[config.mk]
export PLATFORM = sky130hd
export DESIGN_NAME = mem_port_adapter
export DESIGN_NICKNAME = d
export VERILOG_FILES = /design/src/rtl/mem_port_adapter_pkg.sv /design/src/rtl/mem_lane_align.sv /design/src/rtl/mem_port_adapter.sv
export SDC_FILE = /design/constraint.sdc
export NUM_CORES = 1
export LEC_CHECK = 0
export ABC_CLOCK_PERIOD_IN_PS = 2050
export CAP_MARGIN = 10
export CELL_PAD_IN_SITES_DETAIL_PLACEMENT = 1
export CELL_PAD_IN_SITES_GLOBAL_PLACEMENT = 2
export CORE_ASPECT_RATIO = 0.6
export CORE_MARGIN = 2
export CORE_UTILIZATION = 22
export DETAILED_ROUTE_END_ITERATION = 6
export PLACE_DENSITY = 0.86
export SLEW_MARGIN = 20
export SYNTH_ARGS = -nofsm -noshare
export SYNTH_HDL_FRONTEND = slang
export SYNTH_SLANG_ARGS = --single-unit
[constraint.sdc]
create_clock -name clk -period 2.05 [get_ports clk]
set_clock_uncertainty 0.1 [all_clocks]
set_input_delay 0.205 -clock clk [delete_from_list [all_inputs] [get_ports clk]]
set_output_delay 0.205 -clock clk [all_outputs]
set_load 0.01 [all_outputs]
[src/rtl/mem_port_adapter_pkg.sv]
// Shared types for the CPU-to-physical memory port adapter.
package mem_port_adapter_pkg;

  typedef logic [31:0] rv32i_word;
  typedef logic [3:0]  rv32i_mem_wmask;

  typedef enum logic [1:0] {
    IDLE,
    REQ,
    RESP
  } mem_port_state_t;

endpackage

[src/rtl/mem_lane_align.sv]
// Moves a lane-0 aligned byte mask and store word into the byte lanes selected by the
// low address bits, and flags masks that spill past byte 3.
module mem_lane_align
  import mem_port_adapter_pkg::*;
(
  input  logic [1:0]     offset,
  input  rv32i_mem_wmask byte_enable,
  input  rv32i_word      wdata,
  output rv32i_mem_wmask wmask,
  output rv32i_word      wdata_shifted,
  output logic           spill
);

  logic [7:0] mask_wide;

  always_comb begin
    mask_wide     = {4'b0000, byte_enable} << offset;
    wmask         = mask_wide[3:0];
    spill         = |mask_wide[7:4];
    wdata_shifted = wdata << {offset, 3'b000};
  end

endmodule

[src/rtl/mem_port_adapter.sv]
// Bridges the CPU memory port to the physical memory port: latches a request, aligns it,
// runs the pmem handshake and returns a one-cycle mem_resp. Define MEM_PORT_TIMEOUT_EN
// to abort stalled requests after TIMEOUT_CYCLES and raise a sticky timeout_err.
module mem_port_adapter
  import mem_port_adapter_pkg::*;
#(
  parameter int unsigned TIMEOUT_CYCLES = 255
) (
  input  logic           clk,
  input  logic           rst,
  input  rv32i_word      mem_address,
  input  logic           mem_read,
  input  logic           mem_write,
  input  rv32i_mem_wmask mem_byte_enable,
  input  rv32i_word      mem_wdata,
  output rv32i_word      mem_rdata,
  output logic           mem_resp,
  output logic           misalign,
  output rv32i_word      pmem_address,
  output logic           pmem_read,
  output logic           pmem_write,
  output rv32i_mem_wmask pmem_wmask,
  output rv32i_word      pmem_wdata,
  input  rv32i_word      pmem_rdata,
  input  logic           pmem_resp
`ifdef MEM_PORT_TIMEOUT_EN
  ,
  output logic           timeout_err
`endif
);

  mem_port_state_t state_q;
  rv32i_word       addr_q, wdata_q, rdata_q;
  rv32i_mem_wmask  wmask_q;
  logic            rd_q, wr_q, resp_q, misalign_q;

  rv32i_mem_wmask  lane_wmask;
  rv32i_word       lane_wdata;
  logic            lane_spill;

  mem_lane_align u_lane_align (
    .offset        (mem_address[1:0]),
    .byte_enable   (mem_byte_enable),
    .wdata         (mem_wdata),
    .wmask         (lane_wmask),
    .wdata_shifted (lane_wdata),
    .spill         (lane_spill)
  );

`ifdef MEM_PORT_TIMEOUT_EN
  localparam int unsigned CntW =
      ($clog2(TIMEOUT_CYCLES + 1) > 8) ? $clog2(TIMEOUT_CYCLES + 1) : 8;
  logic [CntW-1:0] cnt_q;
  logic            timeout_q;
  logic            expired;
  // cnt_q counts REQ cycles already spent, so this is the last permitted one
  assign expired = (cnt_q == CntW'(TIMEOUT_CYCLES - 1));
`endif

  always_ff @(posedge clk) begin
    if (rst) begin
      state_q    <= IDLE;
      addr_q     <= '0;
      wdata_q    <= '0;
      wmask_q    <= '0;
      rdata_q    <= '0;
      rd_q       <= 1'b0;
      wr_q       <= 1'b0;
      resp_q     <= 1'b0;
      misalign_q <= 1'b0;
`ifdef MEM_PORT_TIMEOUT_EN
      cnt_q      <= '0;
      timeout_q  <= 1'b0;
`endif
    end else begin
      resp_q     <= 1'b0;
      misalign_q <= 1'b0;
      unique case (state_q)
        IDLE: begin
          if (mem_read || mem_write) begin
            addr_q     <= {mem_address[31:2], 2'b00};
            wmask_q    <= lane_wmask;
            wdata_q    <= lane_wdata;
            // Simultaneous read and write resolves to a write and is reported
            rd_q       <= !mem_write;
            wr_q       <= mem_write;
            misalign_q <= lane_spill || (mem_read && mem_write);
`ifdef MEM_PORT_TIMEOUT_EN
            cnt_q      <= '0;
`endif
            state_q    <= REQ;
          end
        end
        REQ: begin
          if (pmem_resp) begin
            if (rd_q) rdata_q <= pmem_rdata;
            rd_q    <= 1'b0;
            wr_q    <= 1'b0;
            resp_q  <= 1'b1;
            state_q <= RESP;
          end
`ifdef MEM_PORT_TIMEOUT_EN
          else if (expired) begin
            rdata_q   <= '0;
            rd_q      <= 1'b0;
            wr_q      <= 1'b0;
            resp_q    <= 1'b1;
            timeout_q <= 1'b1;
            state_q   <= RESP;
          end else begin
            cnt_q <= cnt_q + CntW'(1);
          end
`endif
        end
        RESP:    state_q <= IDLE;
        default: state_q <= IDLE;
      endcase
    end
  end

  assign pmem_address = addr_q;
  assign pmem_read    = rd_q;
  assign pmem_write   = wr_q;
  assign pmem_wmask   = wmask_q;
  assign pmem_wdata   = wdata_q;
  assign mem_rdata    = rdata_q;
  assign mem_resp     = resp_q;
  assign misalign     = misalign_q;
`ifdef MEM_PORT_TIMEOUT_EN
  assign timeout_err  = timeout_q;
`endif

endmodule

==> out/metrics.yaml <==
syn_inst: 513
clkTransAtPathRegs_ns: 0.07
vias_per_cell: 4.780
cts_resized: 0
grt_pass1_wl_um: 27350
maxCapViolCount: 0
maxSlewViolCount: 0
final_area_mm2: 0.007037
clockBufferDepth: 2
drive_above_1_share_pct: 6.734
die_h_um: 113.3
syn_to_final_growth_pct: 60.64
vias: 4608
place_hpwl_um: 13020
critPathMaxFanout: 17
cp_cell_sequence: "or2_2 > or4_1 > a21oi_1"
drc: 0
ant_nets: 0
avgSynthCellArea_um2: 8.539
firstDrtPassIters: 4
yosysMostFrequentCell: "dfxtp_1"
netlist.area_leader.share_pct: 47.53
root_buffer: "clkbuf_16"
num_io_pins: 209
drt_iter0_markers: 129
hold_path.class: "in2reg"
final_hold_viol_count: 0
setup_violations: 0
cts-hold-fix-buffers: 0
track_usage_pct: 16.73
wl_per_cell_um: 18.50
grt_pass1_vias: 4791
antenna_found_initial: 0
yosys.area.top_type: "dfxtp_1"
critPathTopFamily: "simple AND/OR/NAND/NOR gates"
synthTopCellsByCount: "dfxtp_1, a21oi_1, nand2_1, o21ai_0"
fmax_ghz: 0.5478
cp_num_buf_inv: 0
port_buffers: 206
tritoncts: "built"
cp-start-kind: "register"
die_w_um: 186.2
synth-seq-cells: 104
synthFlopType: "dfxtp_1"
nNetsFinal: 798
cpPeakStageDelay_ns: 0.56
wirelength_um: 17830
synth-async-reset-ratio_pct: 0
worst_ep_required_time_ns: 2.23
core_area_mm2: 0.01927
post_cts_buffers: 0
rows: 39
p_total_w: 0.004966
cts_inserted_buffers: 9
worst_slew_pin_slew_ns: 0.6629
start_util_pct: 22.73
post-route-period-util_pct: 89.06
relSlewSlack_pct: 55.65
worstPathArrival_ns: 2.00
timing.final.crit_period_ns: 1.826
synth_edf_count: 0
power_density_mw_per_mm2: 705.7
antennaDiodeCount: 0
htreeDepth: 3
status: "finished clean"
insertion_delay_ns: 0.34
vdd_drop_max_uv: 330.4
whs_ns: 0.2521
yosys.cell_types.count: 28
tns_ns: 0
cpMaxStageDelayCell: "or4_1"
synthesis.area_mm2: 0.004380
cp-end-kind: "register"
synth-seq-area-share_pct: 47.53
ys_warn_count: 0
placed_area_mm2: 0.006748
cts_sinks: 104
critical_path_class: "reg2reg"
globalplace.congestion: 0.8052
gr-total-overflow: 0
p_leak_nw: 2.420
grt_start_max_net_pins: 59
rsz0062_at_grt: "false"
yosys-top-cells-area: "dfxtp_1, a21oi_1, o21ai_0, nand2_1, mux4_2"
die_area_mm2: 0.02109
==> final timing paths <==
| kind | from | to | slack, ns | cells after the start |
|---|---|---|---|---|
| max | state_q[1] | pmem_wdata[15] | 0.22 | 3 |
| min | rst | pmem_address[24] | 0.25 | 2 |
| min reg2reg | mem_rdata[11] | mem_rdata[11] | 0.36 | 2 |
| max reg2reg | state_q[1] | pmem_wdata[15] | 0.22 | 3 |
==> cells in the final DEF (no fill, tap or decap) <==
cell type / netlist / routed
nand4b_1: 1 / 1
mux4_2: 9 / 9
a22oi_1: 1 / 1
nand4_1: 9 / 9
nor2b_1: 5 / 5
clkdlybuf4s50_1: 0 / 204
inv_1: 1 / 1
dfxtp_1: 104 / 104
buf_12: 0 / 6
clkinv_2: 0 / 1
bufinv_16: 0 / 1
clkbuf_16: 0 / 9
mux2i_1: 18 / 18
buf_4: 3 / 13
nor4b_1: 2 / 2
nand2_1: 65 / 65
a211oi_1: 10 / 10
mux2_2: 1 / 1
nor2_1: 5 / 3
or2_4: 1 / 1
or4_1: 9 / 9
or2_2: 1 / 2
or3_1: 1 / 1
nand3_1: 39 / 39
clkinvlp_4: 0 / 1
and4b_1: 1 / 1
a2bb2oi_1: 9 / 9
conb_1: 1 / 2
o21ai_0: 62 / 62
buf_2: 7 / 1
clkbuf_1: 39 / 4
nor2_4: 0 / 2
a21oi_1: 101 / 101
==> cell families after synthesis <==
family	share of synthesized area [%]
flops	47.53
simple gates	15.31
buf+inv	5.769
mux	8.997
other cells	0.08561
compound gates	22.31
==> metrics by stage <==
step	std cells	worst slack (ns)	utilization, %
floorplan	514	0.4468	-
global placement	947	0.1464	35.01
detailed placement	947	0.02323	35.01
CTS	963	0.1256	36.48
global route	964	0.08500	36.51
finish	964	0.2244	36.51
==> state kept, by name (all words and copies together), names as in the netlist <==
signal / cells
pmem_read: 1
pmem_wdata: 32
misalign: 1
mem_rdata: 32
pmem_address: 30
mem_resp: 1
pmem_write: 1
state_q: 2
pmem_wmask: 4
==> report_power, final <==
group | internal [W] | switching [W]
Combinational | 0.000550 | 0.000497
Sequential | 0.00213 | 0.0000716
Clock | 0.000949 | 0.000763
Total | 0.00363 | 0.00133
==> routing by layer <==
layer / GRT usage, % / vias to the layer above / share of wire, %
met4: 3.360 / 0 / 0.64
met5: 0 / - / 0
met1: 21.35 / 2250 / 46
met2: 26.64 / 156 / 45
li1: - / 2190 / -
met3: 6.823 / 12 / 9.1
==> final cells by class <==
| class | count | area (µm²) |
|---|---|---|
| Tap cell | 266 | 332.8 |
| Inverter | 1 | 3.754 |
| Multi-Input combinational cell | 353 | 2071 |
| Clock buffer | 13 | 240.2 |
| Sequential cell | 104 | 2082 |
| Timing Repair Buffer | 224 | 2265 |
| Fill cell | 2235 | 12240 |
| Clock inverter | 3 | 42.54 |
(Power assumes the default switching activity.)
